<file path="src/rtl/pulse_fifo_reader_if.sv">
// Bundle between pulse_fifo_reader, its show-ahead record FIFO and the lightweight-bridge slave port.
interface pulse_fifo_reader_if;
  logic [63:0] fifo_readdata;
  logic        fifo_empty;
  logic        fifo_read;
  logic [1:0]  avs_address;
  logic        avs_read;
  logic        avs_write;
  logic [31:0] avs_writedata;
  logic [31:0] avs_readdata;
  logic        avs_readdatavalid;
  logic        irq;
  logic [31:0] shadow_hi;

  modport slave (
    input  fifo_readdata, fifo_empty, avs_address, avs_read, avs_write, avs_writedata,
    output fifo_read, avs_readdata, avs_readdatavalid, irq, shadow_hi
  );

  modport master (
    output fifo_readdata, fifo_empty, avs_address, avs_read, avs_write, avs_writedata,
    input  fifo_read, avs_readdata, avs_readdatavalid, irq, shadow_hi
  );
endinterface

</file>
<file path="src/rtl/pulse_fifo_reader.sv">
// Pops 64-bit photon-pulse records from a show-ahead FIFO into a holding register and
// serves them as two 32-bit Avalon-MM words; reading DATA_HI consumes the record.
//   state   | meaning
//   S_EMPTY | no record held, pop the FIFO head as soon as one appears
//   S_FULL  | record held, waiting for software to read DATA_HI
//   S_FLUSH | software flush, pop and discard until the FIFO reads empty
module pulse_fifo_reader #(
  parameter int DATA_W = 64,
  parameter int CNT_W  = 32
) (
  input logic              clk,
  input logic              reset_n,
  pulse_fifo_reader_if.slave bus
);

  localparam logic [1:0] S_EMPTY = 2'd0;
  localparam logic [1:0] S_FULL  = 2'd1;
  localparam logic [1:0] S_FLUSH = 2'd2;

  localparam logic [1:0] A_STATUS = 2'd0;
  localparam logic [1:0] A_LO     = 2'd1;
  localparam logic [1:0] A_HI     = 2'd2;
  localparam logic [1:0] A_COUNT  = 2'd3;

  logic [1:0]        r_state, w_state_nxt;
  logic [DATA_W-1:0] r_hold, w_hold_nxt;
  logic [31:0]       r_shadow_hi, w_shadow_nxt;
  logic [CNT_W-1:0]  r_count, w_count_nxt;
  logic              r_underflow, w_underflow_nxt;
  logic [31:0]       r_readdata, w_readdata_nxt;
  logic              r_readdatavalid;
  logic              r_irq;

  logic w_full, w_rd, w_rd_lo, w_rd_hi, w_wr_status, w_flush, w_clr_uf;
  logic w_unused_wdata;

  assign w_full      = (r_state == S_FULL);
  // A read colliding with a write is answered with zero and has no side effects
  assign w_rd        = bus.avs_read & ~bus.avs_write;
  assign w_rd_lo     = w_rd & (bus.avs_address == A_LO);
  assign w_rd_hi     = w_rd & (bus.avs_address == A_HI);
  assign w_wr_status = bus.avs_write & (bus.avs_address == A_STATUS);
  assign w_flush     = w_wr_status & bus.avs_writedata[0];
  assign w_clr_uf    = w_wr_status & bus.avs_writedata[1];
  assign w_unused_wdata = ^bus.avs_writedata[31:2];

  assign bus.fifo_read = reset_n & ~bus.fifo_empty &
                         ((r_state == S_EMPTY) | (r_state == S_FLUSH));

  always_comb begin
    w_state_nxt     = r_state;
    w_hold_nxt      = r_hold;
    w_shadow_nxt    = r_shadow_hi;
    w_count_nxt     = r_count;
    w_underflow_nxt = r_underflow;
    if (w_flush) begin
      w_state_nxt     = S_FLUSH;
      w_hold_nxt      = '0;
      w_count_nxt     = '0;
      w_underflow_nxt = 1'b0;
    end else begin
      case (r_state)
        S_EMPTY: begin
          if (!bus.fifo_empty) begin
            w_state_nxt  = S_FULL;
            w_hold_nxt   = bus.fifo_readdata;
            w_shadow_nxt = bus.fifo_readdata[63:32];
          end
        end
        S_FULL: begin
          if (w_rd_lo) w_shadow_nxt = r_hold[DATA_W-1:32];
          if (w_rd_hi) begin
            w_state_nxt = S_EMPTY;
            w_count_nxt = r_count + 1'b1;
          end
        end
        S_FLUSH: begin
          if (bus.fifo_empty) w_state_nxt = S_EMPTY;
        end
        default: w_state_nxt = S_EMPTY;
      endcase
      if (w_rd_hi && !w_full) w_underflow_nxt = 1'b1;
      if (w_clr_uf)           w_underflow_nxt = 1'b0;
    end
  end

  always_comb begin
    w_readdata_nxt = '0;
    if (w_rd) begin
      case (bus.avs_address)
        A_STATUS: w_readdata_nxt = {28'd0, bus.fifo_empty, (r_state == S_FLUSH), r_underflow, w_full};
        A_LO:     w_readdata_nxt = w_full ? r_hold[31:0] : 32'd0;
        A_HI:     w_readdata_nxt = w_full ? r_hold[DATA_W-1:32] : 32'd0;
        A_COUNT:  w_readdata_nxt = 32'(r_count);
        default:  w_readdata_nxt = '0;
      endcase
    end
  end

  always_ff @(posedge clk or negedge reset_n) begin
    if (!reset_n) begin
      r_state         <= S_EMPTY;
      r_hold          <= '0;
      r_shadow_hi     <= '0;
      r_count         <= '0;
      r_underflow     <= 1'b0;
      r_readdata      <= '0;
      r_readdatavalid <= 1'b0;
      r_irq           <= 1'b0;
    end else begin
      r_state         <= w_state_nxt;
      r_hold          <= w_hold_nxt;
      r_shadow_hi     <= w_shadow_nxt;
      r_count         <= w_count_nxt;
      r_underflow     <= w_underflow_nxt;
      r_readdata      <= w_readdata_nxt;
      r_readdatavalid <= bus.avs_read;
      r_irq           <= (w_state_nxt == S_FULL);
    end
  end

  assign bus.avs_readdata      = r_readdata;
  assign bus.avs_readdatavalid = r_readdatavalid;
  assign bus.irq               = r_irq;
  assign bus.shadow_hi         = r_shadow_hi;

endmodule

</file>
<file path="src/flat_wrapper.sv">
// flat-port wrapper written by rule: the top's interface ports become plain ports
module pulse_fifo_reader_flat 
#(
  parameter int DATA_W = 64,
  parameter int CNT_W  = 32
)
  (clk, reset_n, bus_fifo_readdata, bus_fifo_empty, bus_avs_address, bus_avs_read, bus_avs_write, bus_avs_writedata, bus_fifo_read, bus_avs_readdata, bus_avs_readdatavalid, bus_irq, bus_shadow_hi);
  pulse_fifo_reader_if bus_i ();
  input logic clk;
  input logic reset_n;
  input wire logic [$bits(bus_i.fifo_readdata)-1:0] bus_fifo_readdata;
  input wire logic [$bits(bus_i.fifo_empty)-1:0] bus_fifo_empty;
  input wire logic [$bits(bus_i.avs_address)-1:0] bus_avs_address;
  input wire logic [$bits(bus_i.avs_read)-1:0] bus_avs_read;
  input wire logic [$bits(bus_i.avs_write)-1:0] bus_avs_write;
  input wire logic [$bits(bus_i.avs_writedata)-1:0] bus_avs_writedata;
  output wire logic [$bits(bus_i.fifo_read)-1:0] bus_fifo_read;
  output wire logic [$bits(bus_i.avs_readdata)-1:0] bus_avs_readdata;
  output wire logic [$bits(bus_i.avs_readdatavalid)-1:0] bus_avs_readdatavalid;
  output wire logic [$bits(bus_i.irq)-1:0] bus_irq;
  output wire logic [$bits(bus_i.shadow_hi)-1:0] bus_shadow_hi;
  assign bus_i.fifo_readdata = bus_fifo_readdata;
  assign bus_i.fifo_empty = bus_fifo_empty;
  assign bus_i.avs_address = bus_avs_address;
  assign bus_i.avs_read = bus_avs_read;
  assign bus_i.avs_write = bus_avs_write;
  assign bus_i.avs_writedata = bus_avs_writedata;
  assign bus_fifo_read = bus_i.fifo_read;
  assign bus_avs_readdata = bus_i.avs_readdata;
  assign bus_avs_readdatavalid = bus_i.avs_readdatavalid;
  assign bus_irq = bus_i.irq;
  assign bus_shadow_hi = bus_i.shadow_hi;
  pulse_fifo_reader #(.DATA_W(DATA_W), .CNT_W(CNT_W)) u_core (.clk(clk), .reset_n(reset_n), .bus(bus_i));
endmodule
</file>
<file path="config.mk">
export PLATFORM = sky130hd
export DESIGN_NAME = pulse_fifo_reader_flat
export DESIGN_NICKNAME = d
export VERILOG_FILES = /design/src/rtl/pulse_fifo_reader_if.sv /design/src/rtl/pulse_fifo_reader.sv /design/src/flat_wrapper.sv
export SDC_FILE = /design/constraint.sdc
export NUM_CORES = 1
export LEC_CHECK = 0
export CORE_MARGIN = 4
export CORE_UTILIZATION = 25
export CTS_BUF_LIST = sky130_fd_sc_hd__clkbuf_4 sky130_fd_sc_hd__clkbuf_8 sky130_fd_sc_hd__clkbuf_16
export CTS_CLUSTER_SIZE = 24
export DETAILED_ROUTE_END_ITERATION = 10
export PLACE_DENSITY_LB_ADDON = 0.12
export SLEW_MARGIN = 5
export SYNTH_ARGS = -nofsm -noshare
export SYNTH_HDL_FRONTEND = slang
export SYNTH_SLANG_ARGS = --single-unit
export TNS_END_PERCENT = 30
</file>
<file path="constraint.sdc">
create_clock -name clk -period 2 [get_ports clk]
set_input_delay 0.3 -clock clk [delete_from_list [all_inputs] [get_ports clk]]
set_output_delay 0.3 -clock clk [all_outputs]
set_load 0.05 [all_outputs]
</file>
After elaboration in Yosys (flattened, before gate mapping)
Cells that the tools add are included.
Widths: inputs -> output; s select.
{ "op_classes": {"n_addsub": 1, "n_eq_ne": 9, "mux": 21, "n_bitwise": 12, "n_reduce_logical": 12} }
{ "ops": {"columns": ["cell", "n"], "rows": [
  ["$mux 32", 8],
  ["$mux 64", 3],
  ["$pmux 32 s4", 1],
  ["$pmux 32 s2", 1],
  ["$add 32x1->32 const B", 1],
  ["$and 1x1->1", 8],
  ["$mux 2", 4],
  ["$reduce_bool 2->1", 4],
  ["$eq 2x1->1 const B", 3],
  ["$eq 2x2->1 const B", 3],
  ["$pmux 2 s3", 1],
  ["$logic_not 2->1", 2],
  ["$ne 2x2->1 const B", 2],
  ["$reduce_and 2->1", 2],
  ["$reduce_and 4->1", 1],
  ["$mux 1", 3],
  ["$not 1->1", 3],
  ["$reduce_bool 3->1", 1],
  ["$ne 2x1->1 const B", 1],
  ["$logic_and 1x1->1", 1],
  ["$logic_not 1->1", 1],
  ["$or 1x1->1", 1]
]} }
{ "word_totals": {"register_bits": 165, "inputBits": 103, "output_inout_bits": 67, "word_cells": 63} }

Depth between registers and ports, before layout
Gate-level depths: netlist of run 1.
{ "depth": {"depth_word": 7, "ltp_mapped": 7, "depth_no_buf": 6} }

Worst setup path after synthesis of run 1
No wires, ideal clock.
{ "synth_path": {"kind": "reg-to-reg", "from": "reg u_core.r_state[1]", "to": "reg u_core.r_shadow_hi[10] (netlist: u_core.bus.shadow_hi[10])", "setup_time_ns": 0.125, "arrival_time_ns": 1.834, "path_slack_ns": 0.041, "stages_incl_launch_ff": 8, "period_less_slack_ns": 1.959, "cell_sequence": "dfrtp_1 -> nand2b_1 -> clkbuf_1 -> nor3b_1 -> a21oi_1 -> nor2_1 -> buf_2 -> mux2_2"} }
{ "synth_between": {"elab_chain_cells": 3} }
{ "synth_rtl": {"columns": ["item", "line_no", "text"], "rows": [
  ["start: declaration", "pulse_fifo_reader.sv:25", "logic [1:0] r_state, w_state_nxt;"],
  ["start signal: assignment", "pulse_fifo_reader.sv:111", "r_state <= w_state_nxt;"],
  ["$eq 2x1->1 / $logic_not 2->1 (equally long branches)", "pulse_fifo_reader.sv:62", "case (r_state)"],
  ["$ne 2x2->1 (no line) / $reduce_bool 2->1 (equally long branches)", null, null],
  ["$reduce_and 4->1 (no line)", null, null],
  ["end signal: assignment", "pulse_fifo_reader.sv:113", "r_shadow_hi <= w_shadow_nxt;"],
  ["end: declaration", "pulse_fifo_reader.sv:27", "logic [31:0] r_shadow_hi, w_shadow_nxt;"]
]} }
Parallel ways exist; a longest one is shown, timed or not.
A chain may end at the register's enable or synchronous reset.

Worst setup path in the final report of run 1
{ "layout_path": {"from": "reg u_core.r_readdata[10] (netlist: u_core.bus.avs_readdata[10])", "to": "out bus_avs_readdata[10]"} }
{ "layout_rtl": {"columns": ["item", "line_no", "text"], "rows": [
  ["start: declaration", "pulse_fifo_reader.sv:30", "logic [31:0] r_readdata, w_readdata_nxt;"],
  ["start signal: assignment", "pulse_fifo_reader.sv:116", "r_readdata <= w_readdata_nxt;"],
  ["end: declaration", "flat_wrapper.sv:18", "output wire logic [$bits(bus_i.avs_readdata)-1:0] bus_avs_readdata;"]
]} }
No word-level cell between the ends.

==> out/qor.yml, run 1 <==
sta:
  relSlewSlack_pct: 64.56
  setup_viol: 0
  fmax_ghz: 0.5234
  drv_slew: 0
  layout_min_cycle_time_ns: 1.910
  setup_tns_ns: 0
  finalCritPeriodShare_pct: 95.52
  tightest_slew_ns: 0.5316
  hold_viol: 0
  skew_ns: 0.01424
  rsz0062_at_grt: "false"
finish:
  fin_area_mm2: 0.01038
  drive_gt1_share_pct: 13.85
  area.growth.synth_to_final_pct: 37.24
  final_common_cell: "nand2_1"
  fillers: 3096
  final_cell_mix: "265 x nand2_1, 165 x dfrtp_1, 135 x clkdlybuf4s50_1, 74 x a21oi_1, 68 x nor2_1"
  multiInputGateArea_mm2: 0.003261
  seq_area_mm2: 0.004129
  nets: 1102
  fin_util_pct: 34.93
  antenna_cells: 0
placement:
  port_buffers: 139
  hpwl_mm: 15.79
  place_area_mm2: 0.009792
  place.gp.congestion: 0.7845
yosys:
  syn_area_mm2: 0.007564
  async_flop_share_pct: 100.0
  postSynthCellCount: 838
  ys_seq_elements: 165
  synth_edf_count: 0
  synth.distinct_cells: 44
  syn_nets: 942
  synth_ff_type: "dfrtp_1"
  ys_warn_count: 0
  ys_seq_area_share_pct: 54.59
  syn_avg_cell_area_um2: 9.026
routing:
  first_iter_violations: 328
  ant_nets: 0
  wl_per_cell_um: 16.81
  dr_total_vias: 6305
  finalWirelength_mm: 23.55
  firstDrtPassIters: 5
  drc: 0
  drt-vias-per-instance: 4.500
clock_tree:
  worstSkewPairLatency_ns: 0.43
  post_cts_buffers: 0
  clock-sinks: 165
  cts_root_buffer: "clkbuf_16"
  htree_num_levels: 4
  cts_buffer_depth: 2
  cts_tree: "done"
  cts.clk_slew.worst_paths_ns: 0.07
  cts_made_buffers: 17
worst_setup_path:
  slowest_stage: "clkdlybuf4s50_1"
  path_buf_inv: 1
  critical_path_required_ns: 1.70
  worstSetupStartpointType: "register"
  cp-end-kind: "primary output"
  crit_family: "buffers and inverters"
  critPathMaxFanout: 1
  max_stage_delay_ns: 0.82
  r2r_cells: 4
  crit_type: "register to primary output"
  cp.arrival_ns: 1.61
  path_depth: 1
  crit_chain: "clkdlybuf4s50_1"
grt:
  grt_pass1_vias: 6682
  grt_max_degree: 85
  met1_usage_pct: 20.64
  grt.met3_usage_pct: 2.284
  grt_pass1_wl_mm: 38.01
  grt_util_all_layers_pct: 14.42
  grtUsageMet2_pct: 22.62
  grt-ovfl-total: 0
  antenna_found_initial: 0
  top_usage_layer: "met2"
floorplanning:
  die_area_mm2: 0.03310
  core_mm2: 0.02972
  die_x_um: 181.9
  initial_core_util_pct: 25.45
  die_h_um: 181.9
  io_pins: 170
  num_rows: 63
worst_hold_path:
  min_path_type: "input port to register"
  hold_depth: 2
outcome:
  outcome: "completed"
power:
  vdd_drop_max_mv: 0.5626
  power_mw: 12.82
  p_per_area_mw_per_mm2: 1235
  p_leak_nw: 4.489
run:
  drv_cap: 0
==> sequential cells by signal, summed over array words and instances, names as in the netlist <==
register,flops
u_core.bus.irq,1
u_core.r_hold,64
u_core.r_state,2
u_core.bus.avs_readdatavalid,1
u_core.bus.avs_readdata,32
u_core.bus.shadow_hi,32
u_core.r_underflow,1
u_core.r_count,32
==> layer usage <==
| metal | part of all wire (%) | vias up |
|---|---|---|
| met5 | 0 | - |
| met3 | 3.0 | 19 |
| li1 | - | 3122 |
| met4 | 1.4 | 0 |
| met2 | 46 | 117 |
| met1 | 49 | 3047 |
==> timing repair <==
| item | in CTS | in global routing |
|---|---|---|
| endpoints found under the setup margin | 0 | 3 |
| hold buffers | 1 | 0 |
| gates resized for setup | 0 | 3 |
| endpoints found under the hold margin | 165 | 0 |
==> cell usage after synthesis, drive strengths merged, types with 2 or more instances <==
cell type | n | share of area [%]
nor2b | 3 | 0.25
xor2 | 21 | 2.4
buf | 18 | 1.1
mux2 | 32 | 4.8
xnor2 | 5 | 0.58
a21oi | 74 | 4.9
nand4 | 14 | 1.2
nor2 | 69 | 3.4
or4 | 3 | 0.35
and4 | 4 | 0.46
o21ai | 35 | 2.3
clkbuf | 37 | 1.8
nor3 | 9 | 0.60
nor4 | 5 | 0.61
nand4b | 2 | 0.23
and3 | 3 | 0.25
a22oi | 29 | 2.9
nand2 | 265 | 13
a221oi | 3 | 0.35
nand3 | 12 | 0.79
dfrtp | 165 | 55
inv | 5 | 0.25
or3 | 6 | 0.50
nand2b | 2 | 0.17
and2 | 3 | 0.25
==> through the flow <==
stage	instances	setup slack (ns)	hold WS (ns)
after CTS	1401	0.05959	0.2758
final	1401	0.08957	0.2996
after global placement	1368	-0.1837	0.3920
after floorplan	838	0.04132	0.004409
after detailed placement	1368	-0.1782	0.3842
after global routing	1401	0.005358	0.2931
==> worst paths after layout <==
check,from,endpoint,slack (ns)
min in group asynchronous,reset_n,u_core.bus.avs_readdata[1],0.46
worst min register to register,u_core.bus.shadow_hi[11],u_core.bus.shadow_hi[11],0.51
max in group asynchronous,reset_n,u_core.r_hold[15],1.08
worst min-delay path,bus_avs_address[1],u_core.r_underflow,0.30
worst max-delay path,u_core.bus.avs_readdata[10],bus_avs_readdata[10],0.09
worst max register to register,u_core.r_count[11],u_core.r_count[27],0.13
==> kinds of logic after synthesis <==
group	count (synthesis)	synth area share, %
flip-flops	165	54.59
adder cells (fa/ha/maj)	1	0.1654
XOR/XNOR	26	3.011
AND/OR/NAND/NOR	406	22.98
buffers and inverters	60	3.160
AO/OA/AOI/OAI	147	11.20
multiplexers	33	4.897
==> cell type report <==
type | count | area share, %
Tap cell | 390 | 4.701
Inverter | 5 | 0.1808
Sequential cell | 165 | 39.78
Multi-Input combinational cell | 613 | 31.41
Timing Repair Buffer | 196 | 18.53
Clock inverter | 13 | 1.157
Clock buffer | 19 | 4.243
==> report_power, final <==
part           internal (mW)  leakage [nW]  switching [mW]
clock network           1.66         0.260            1.51
registers               4.29          2.16           0.489
logic                   1.87          2.07            3.00
Note: power is estimated with default switching activity, not from simulation.
==> inputs of run 2 (changes only) <==
ABC_AREA = 1   (was unset)
CELL_PAD_IN_SITES_DETAIL_PLACEMENT = 1   (was unset)
CELL_PAD_IN_SITES_GLOBAL_PLACEMENT = 1   (was unset)
CORE_UTILIZATION = 33   (was 25)
==> out/qor.yml, run 2 <==
grt:
  grt_max_degree: 166  # +95%
  grt_util_all_layers_pct: 20.26  # +5.8 points
  antenna_found_initial: 0  # unchanged
  grt_pass1_wl_mm: 41.72  # +9.8%
  grt_pass1_vias: 7657  # +15%
  grt-ovfl-total: 0  # unchanged
worst_setup_path:
  crit_family: "buffers and inverters"
  r2r_slack_ns: 0.17  # +0.04 ns
  cp-startpoint: "u_core.bus.shadow_hi[31]"
  crit_chain: "clkdlybuf4s50_1"
  worstSetupStartpointType: "register"
  max_stage_delay_ns: 0.82  # about the same
  critPathMaxFanout: 2  # +1
  r2r_cells: 8  # +4
  cp.arrival_ns: 1.63  # +0.02 ns
  critical_path_required_ns: 1.70  # about the same
  r2r_start: "u_core.r_count[1]"
  path_buf_inv: 1  # unchanged
  slowest_stage: "clkdlybuf4s50_1"
  r2r-end: "u_core.r_count[17]"
  cp-end-kind: "primary output"
  crit_type: "register to primary output"
sta:
  setup_viol: 0  # unchanged
  rsz0062_at_grt: "false"
  drv_slew: 0  # unchanged
  tightest_slew_ns: 0.9383  # +0.4066 ns
  skew_ns: 0.009530  # -0.004713 ns
  relSlewSlack_pct: 37.45  # -27 points
  finalCritPeriodShare_pct: 96.35  # +0.83 points
  hold_viol: 0  # unchanged
  fmax_ghz: 0.5189  # -0.86%
  setup_tns_ns: 0  # unchanged
  setup_slack_ns: 0.07299  # -0.01658 ns
  layout_min_cycle_time_ns: 1.927  # +0.01658 ns
yosys:
  ys_top_cells_by_count: "180 x nand2_1, 165 x dfrtp_1, 137 x inv_1"
  synth_edf_count: 0  # unchanged
  synth_top_cell_by_area: "dfrtp_1"
  postSynthCellCount: 980  # +17%
  synth_ff_type: "dfrtp_1"
  ys_seq_area_share_pct: 53.23  # -1.4 points
  syn_area_mm2: 0.007756  # +2.5%
  synth.area.top_cells: "dfrtp_1 53%, nand2_1 8.7%, o21ai_0 8.5%"
  ys_seq_elements: 165  # unchanged
  async_flop_share_pct: 100.0  # unchanged
  yosysMostFrequentCell: "nand2_1"
  syn_avg_cell_area_um2: 7.914  # -12%
  synth.distinct_cells: 33  # -25%
  yosysTopAreaCellShare_pct: 53.23  # -1.4 points
  ys_warn_count: 0  # unchanged
  syn_nets: 1084  # +15%
power:
  p_leak_nw: 4.766  # +6.2%
  vdd_drop_max_mv: 0.8641  # +54%
  p_per_area_mw_per_mm2: 1304  # +5.6%
routing:
  drc: 0  # unchanged
  finalWirelength_mm: 25.40  # +7.8%
  first_iter_violations: 419  # +28%
  firstDrtPassIters: 4  # -1
  ant_nets: 0  # unchanged
  dr_total_vias: 7062  # +12%
  drt-vias-per-instance: 4.840  # +7.6%
  wl_per_cell_um: 17.41  # +3.5%
placement:
  place.gp.congestion: 0.8824  # +12%
  dpl_worst_slack_ns: -0.06737  # +0.1108 ns
  hpwl_mm: 18.59  # +18%
  port_buffers: 139  # unchanged
outcome:
  outcome: "completed"
finish:
  regMostFlops: "u_core.r_hold"
  antenna_cells: 0  # unchanged
  drive_gt1_share_pct: 8.377  # -5.5 points
  final_cell_mix: "180 x nand2_1, 165 x dfrtp_1, 137 x inv_1, 134 x clkdlybuf4s50_1, 131 x o21ai_0"
  nets: 1237  # +12%
  largest_reg_flops: 64  # unchanged
  area.growth.synth_to_final_pct: 35.18
  final_common_cell: "nand2_1"
clock_tree:
  worstSkewPairLatency_ns: 0.43  # about the same
  ctsHoldBuffers: 0  # -1
  clock-sinks: 165  # unchanged
  cts_buffer_depth: 2  # unchanged
  cts_root_buffer: "clkbuf_16"
  cts_made_buffers: 17  # unchanged
  cts_tree: "done"
  cts.clk_slew.worst_paths_ns: 0.07  # about the same
  post_cts_buffers: 0  # unchanged
  htree_num_levels: 4  # unchanged
floorplanning:
  num_rows: 55  # -13%
  core_mm2: 0.02285  # -23%
  die_x_um: 161.3  # -11%
  die_area_mm2: 0.02602  # -21%
  initial_core_util_pct: 33.95  # +8.5 points
  io_pins: 170  # unchanged
  die_h_um: 161.3  # -11%
run:
  drv_cap: 0  # unchanged
worst_hold_path:
  min_path_type: "input port to asynchronous set/reset pin"
run 2: cell types whose count changed after synthesis, sizes merged, moves of 9 or more:
cell	before	now
inv	5	139
o21ai	35	139
nand2	265	181
nor2	69	120
mux2	32	0
a21oi	74	105
a22oi	29	0
o22ai	1	22
xor2	21	0
nand3	12	26
nand4	14	2
a31oi	0	9
run 2: where the power goes:
group / switching, mW / internal, mW
Combinational: 3.28 / 1.72
Clock: 1.44 / 2.20
Sequential: 0.624 / 4.40
run 2: area by class of cell:
cell class	instances	area (um^2)
multi-input cells	624	2898
clock buffers	20	460.4
flip-flops and latches	165	4129
well taps	313	391.6
repair buffers	184	1886
fillers	2802	12360
clock inverters	12	191.4
inverters	141	529.3
run 2: cell families after synthesis:
group	after synthesis	share of synthesized area (%)
compound gates	278	18.65
fa+ha+maj	1	0.1613
buf+inv	191	9.743
flops	165	53.23
simple gates	345	18.21
run 2: how the worst max path moves through the flow:
stage / depth (start not counted) / endpoint
floorplan: 1 / bus_fifo_read
global placement: 7 / u_core.r_underflow
detailed placement: 7 / u_core.r_underflow
CTS: 1 / bus_shadow_hi[16]
global route: 1 / bus_shadow_hi[31]
finish: 1 / bus_shadow_hi[31]
run 2: routing by layer:
metal	share of wire, %	GRT usage, %
met5	0	0
met4	1.1	4.498
met3	4.4	4.670
met2	46	31.68
met1	48	28.83
run 2: per-stage QoR:
| stage | cell area (um^2) | power [mW] | std cells | utilization (%) | hold slack [ns] |
|---|---|---|---|---|---|
| after floorplan | 7756 | 8.055 | 980 | - | 0.004409 |
| after detailed placement | 9821 | 10.08 | 1427 | 42.98 | 0.4778 |
| final | 10490 | 13.67 | 1459 | 45.89 | 0.01947 |
| after CTS | 10470 | 13.84 | 1459 | 45.84 | 0.09531 |
| after global routing | 10490 | 14.60 | 1459 | 45.89 | 0.1080 |
| after global placement | 9821 | 9.946 | 1427 | 42.98 | 0.4719 |
run 2: timing repair:
action	in CTS	in global routing
endpoints found under the hold margin	0	0
endpoints found under the setup margin	0	5
resized for setup	0	5
